$ cat config.mk
export PLATFORM = sky130hd
export DESIGN_NAME = ahb_text_writer
export DESIGN_NICKNAME = d
export VERILOG_FILES = /design/src/rtl/ahb_text_writer.sv
export SDC_FILE = /design/constraint.sdc
export NUM_CORES = 1
export LEC_CHECK = 0
export CAP_MARGIN = 20
export CORE_MARGIN = 2
export CORE_UTILIZATION = 38
export DETAILED_ROUTE_END_ITERATION = 16
export PLACE_DENSITY = 0.79
export SLEW_MARGIN = 5
export SYNTH_ARGS = -nofsm -noshare
export SYNTH_HDL_FRONTEND = slang
export SYNTH_SLANG_ARGS = --single-unit
$ cat constraint.sdc
create_clock -name HCLK -period 2.63 [get_ports HCLK]
set_input_delay 0.263 -clock HCLK [delete_from_list [all_inputs] [get_ports HCLK]]
set_output_delay 0.263 -clock HCLK [all_outputs]
set_load 0.02 [all_outputs]
$ cat src/rtl/ahb_text_writer.sv
// AHB-Lite single-write master that streams 7-bit characters from a small FIFO
// to a fixed text display address, one NONSEQ write per character.
module ahb_text_writer #(
    parameter logic [31:0] BASE_ADDR  = 32'h5000_0000,
    parameter int unsigned FIFO_DEPTH = 4
) (
    input  logic        HCLK,
    input  logic        reset,
    input  logic [6:0]  ch_data,
    input  logic        ch_valid,
    output logic        ch_ready,
    output logic [31:0] HADDR,
    output logic [1:0]  HTRANS,
    output logic        HWRITE,
    output logic [2:0]  HSIZE,
    output logic [2:0]  HBURST,
    output logic [3:0]  HPROT,
    output logic [31:0] HWDATA,
    input  logic        HREADY,
    input  logic        HRESP,
    output logic        busy,
    output logic        err,
    output logic [15:0] wr_count
);

    localparam int unsigned PW = $clog2(FIFO_DEPTH);
    localparam int unsigned CW = PW + 1;

    localparam logic [1:0] TransIdle   = 2'b00;
    localparam logic [1:0] TransNonseq = 2'b10;

    logic [6:0]    mem_q [FIFO_DEPTH];
    logic [PW-1:0] wr_ptr_q, rd_ptr_q;
    logic [CW-1:0] count_q, count_d;
    logic          init_q;
    logic          dphase_q;
    logic          blocked_q;
    logic          err_q;
    logic [31:0]   hwdata_q;
    logic [15:0]   wr_count_q;

    logic full, empty, push, nonseq, accept, err_first, data_ok;

    always_comb begin
        full      = (count_q == CW'(FIFO_DEPTH));
        empty     = (count_q == '0);
        push      = ch_valid && ch_ready;
        // The cycle after an error's first cycle must not carry a NONSEQ.
        nonseq    = !empty && !blocked_q;
        accept    = nonseq && HREADY;
        err_first = dphase_q && HRESP && !HREADY;
        data_ok   = dphase_q && HREADY && !HRESP;
    end

    always_comb begin
        count_d = count_q;
        unique case ({push, accept})
            2'b10:   count_d = count_q + CW'(1);
            2'b01:   count_d = count_q - CW'(1);
            default: count_d = count_q;
        endcase
    end

    always_ff @(posedge HCLK) begin
        if (push) begin
            mem_q[wr_ptr_q] <= ch_data;
        end
    end

    always_ff @(posedge HCLK) begin
        if (reset) begin
            wr_ptr_q   <= '0;
            rd_ptr_q   <= '0;
            count_q    <= '0;
            init_q     <= 1'b0;
            dphase_q   <= 1'b0;
            blocked_q  <= 1'b0;
            err_q      <= 1'b0;
            hwdata_q   <= '0;
            wr_count_q <= '0;
        end else begin
            init_q  <= 1'b1;
            count_q <= count_d;
            if (push) begin
                wr_ptr_q <= wr_ptr_q + PW'(1);
            end
            if (accept) begin
                rd_ptr_q <= rd_ptr_q + PW'(1);
                hwdata_q <= {25'b0, mem_q[rd_ptr_q]};
            end
            if (HREADY) begin
                dphase_q <= accept;
            end
            if (err_first) begin
                blocked_q <= 1'b1;
            end else if (HREADY) begin
                blocked_q <= 1'b0;
            end
            if (err_first) begin
                err_q <= 1'b1;
            end
            if (data_ok) begin
                wr_count_q <= wr_count_q + 16'd1;
            end
        end
    end

    always_comb begin
        ch_ready = init_q && !full;
        HTRANS   = nonseq ? TransNonseq : TransIdle;
        HWRITE   = nonseq;
        HADDR    = BASE_ADDR;
        HSIZE    = 3'b010;
        HBURST   = 3'b000;
        HPROT    = 4'b0011;
        HWDATA   = hwdata_q;
        busy     = !empty || dphase_q;
        err      = err_q;
        wr_count = wr_count_q;
    end

endmodule
==> metrics.log <==
INFO  metric clock_sink_count = 62
INFO  metric cts-buffers-inserted = 9
INFO  metric insertion_delay = 340 ps
INFO  metric antenna_violations_before_repair = 0
INFO  metric die-area = 8890 sq um
INFO  metric cts.root.buffer_cell = sky130_fd_sc_hd__clkbuf_8
INFO  metric timing.setup.critical_path_class = reg -> reg
INFO  metric max-clock-path-buffers = 2
INFO  metric min_path_type = reg -> reg
INFO  metric cts_hold_buf = 0
INFO  metric unrepaired_setup_endpoints_after_global_routing = false
INFO  metric setup_viol = 0
INFO  metric flow.area_growth_from_synthesis = 15.6%
INFO  metric detail_route.wl_per_cell = 12.1 microns
INFO  metric layout.cells.non_filler = 429
INFO  metric initial_core_util = 0.397
INFO  metric io_pins = 108
INFO  metric fin_nets = 341
INFO  metric outcome = completed
INFO  metric numPlacedInstances = 413
INFO  metric fmaxAchievable = 457 MHz
INFO  metric post-route-util = 0.459
INFO  metric global_route_total_usage_across_every_layer = 0.125
INFO  metric ctsResizeCount = 0
INFO  metric synthCells = 283
INFO  metric critPathArrivalTime = 2460 ps
INFO  metric num_vias = 1895
INFO  metric die-height = 94.3 microns
INFO  metric post_route_cells_drive_above_1_share = 0.0856
INFO  metric synth-warning-count = 0
INFO  metric num-fill-cells = 709
INFO  metric grt_start_max_net_pins = 35
INFO  metric synth_seq_cells = 62
INFO  metric power.ir.vdd_worst = 0.705 mV
INFO  metric post_synth_cell_types = 39
INFO  metric final_period_minus_worst_setup_slack = 2190 ps
INFO  metric avg_vias_per_cell = 4.42
INFO  metric post_dp_hpwl = 3.62 mm
INFO  metric gp_congestion = 0.793
INFO  metric power_per_cell_area = 845 nW/um^2
INFO  metric drcViolationCount = 0
INFO  metric die-width = 94.3 microns
INFO  metric timing.critical_path.required = 2900 ps
INFO  metric grt_pass1_wl = 8.25 mm
INFO  metric tritoncts = done
INFO  metric endpoint_kind = register
INFO  metric antenna_violating_nets_post_route = 0
INFO  metric core_area = 7810 sq um
INFO  metric worst_pin_slew = 614 ps
INFO  metric r2r_slack = 440 ps
INFO  metric final_max_slew_viol_count = 0
INFO  metric critical_path_source_type = register
INFO  metric clkTransAtPathRegs = 70 ps
INFO  metric netlist_area = 3100 sq um
INFO  metric setup_total_negative_slack = 0 ps
INFO  metric power_leakage = 1.37 nW
INFO  metric grt_pass1_vias = 1679
INFO  metric drtPass1Iterations = 5
INFO  metric global_route.overflow_total = 0
INFO  metric io_buffers = 39
INFO  metric worst_clk_skew = 6.89 ps
INFO  metric hold_viol_final = 0
INFO  metric max-slew-margin-rel = 0.590
INFO  metric postCtsSetupBuffers = 0
INFO  metric antenna_cells_inserted = 0
INFO  metric drtIter0Drc = 70
INFO  metric cts.htree.levels = 3
INFO  metric post_synthesis_sequential_area_ratio = 0.491
INFO  metric post-route-period-util = 0.832
INFO  metric rows = 32
INFO  metric worstPathMaxFanout = 4
INFO  metric postSynthAreaPerCell = 10.9 sq um
INFO  metric drt_wl_total = 5.21 mm
INFO  metric max_cap_violations = 0
cell type report:
type,count,area (sq um),share of cell area
clock buffer,10,128,0.0356
multi-input combinational,198,1220,0.342
sequential,62,1520,0.425
clock inverter,6,133,0.0370
tap,102,128,0.0356
timing repair buffer,42,413,0.115
inverter,9,33.8,0.00943
where the power goes:
group	switching, W	internal (W)	total [W]
Sequential	0.0000980	0.00109	0.00119
Clock	0.000378	0.000726	0.00110
Combinational	0.000404	0.000334	0.000738
Total	0.000880	0.00215	0.00303
metrics by stage:
| stage | instance area, sq um | hold WS [ps] | total power [W] | worst slack (ps) |
|---|---|---|---|---|
| CTS | 3580 | 498 | 0.00306 | 421 |
| detailed placement | 3320 | 477 | 0.00195 | 312 |
| global route | 3580 | 520 | 0.00317 | 268 |
| floorplan | 3340 | 342 | 0.00179 | 338 |
| finish | 3580 | 494 | 0.00303 | 443 |
| global placement | 3320 | 471 | 0.00193 | 362 |
final timing paths:
| check | start | to | cells past startpoint |
|---|---|---|---|
| min | HWDATA[1] | HWDATA[1] | 2 |
| max | count_q[2] | count_q[2] | 8 |
| min reg2reg | HWDATA[1] | HWDATA[1] | 2 |
| max reg2reg | count_q[2] | count_q[2] | 8 |
synth_stat cells (all sizes together):
cell    number  area, sq um
or2          1         6.26
dfxtp       34          681
and2b        1         7.51
ha           6         75.1
o31a         1         8.76
o21ai        7         35.0
o311ai       1         16.3
inv          9         33.8
nor3         3         15.0
and4b        2         20.0
clkbuf       5         20.0
mux4         7          158
nand4        3         18.8
o31ai        1         7.51
buf         75          549
and2         1         6.26
and3         6         37.5
mux2i        8         80.1
or4          1         7.51
edfxtp      28          841
nor2        25         93.8
a21bo        1         10.0
conb         2         7.51
nand3b       2         27.5
nor4         1         6.26
nand3        6         30.0
nand2        8         30.0
fa           1         20.0
xnor2        5         43.8
nor3b        1         7.51
nand2b       1         6.26
and4         2         17.5
a21oi       14         70.1
or3          8         50.1
xor2         6         52.6
critical path: stages, from the launching register on:
cell and delay, ps:
sky130_fd_sc_hd__dfxtp_1 360, sky130_fd_sc_hd__inv_1 80, sky130_fd_sc_hd__o311ai_2 410, sky130_fd_sc_hd__ha_1 250
sky130_fd_sc_hd__inv_1 60, sky130_fd_sc_hd__fa_1 370, sky130_fd_sc_hd__xor2_1 160, sky130_fd_sc_hd__or3_1 300
sky130_fd_sc_hd__a21oi_1 130
routing by layer:
layer	up-vias	GRT usage	wire [microns]
met5	-	0	0
met4	0	0.0616	76
met3	7	0.0409	354
met2	87	0.206	2570
met1	886	0.147	2210
li1	915	-	-
kinds of logic (layout without fill, tap and decap cells):
| group | Yosys count | in the layout | synth area share |
|---|---|---|---|
| xor+xnor | 11 | 11 | 0.0311 |
| mux | 15 | 15 | 0.0768 |
| buf+inv | 89 | 67 | 0.195 |
| fa+ha+maj | 7 | 7 | 0.0307 |
| simple gates | 72 | 72 | 0.125 |
| flops | 62 | 62 | 0.491 |
| other cells | 2 | 68 | 0.00243 |
| compound gates | 25 | 25 | 0.0477 |
layout by cell type (no fill, tap or decap), types with 7 or more instances in the layout:
cell type	count
sky130_fd_sc_hd__nor2_1	25
sky130_fd_sc_hd__o21ai_0	7
sky130_fd_sc_hd__edfxtp_1	28
sky130_fd_sc_hd__nand2_1	8
sky130_fd_sc_hd__mux2i_1	8
sky130_fd_sc_hd__a21oi_1	14
sky130_fd_sc_hd__clkbuf_8	9
sky130_fd_sc_hd__mux4_2	7
sky130_fd_sc_hd__clkdlybuf4s50_1	39
sky130_fd_sc_hd__conb_1	68
sky130_fd_sc_hd__inv_1	9
sky130_fd_sc_hd__or3_1	8
sky130_fd_sc_hd__dfxtp_1	34
sequential cells by signal, summed over array words and instances (netlist names):
name,count
count_q,3
mem_q,28
dphase_q,1
rd_ptr_q,2
err,1
blocked_q,1
wr_ptr_q,2
wr_count,16
init_q,1
HWDATA,7
No activity file was read; power rests on OpenSTA's default activity.
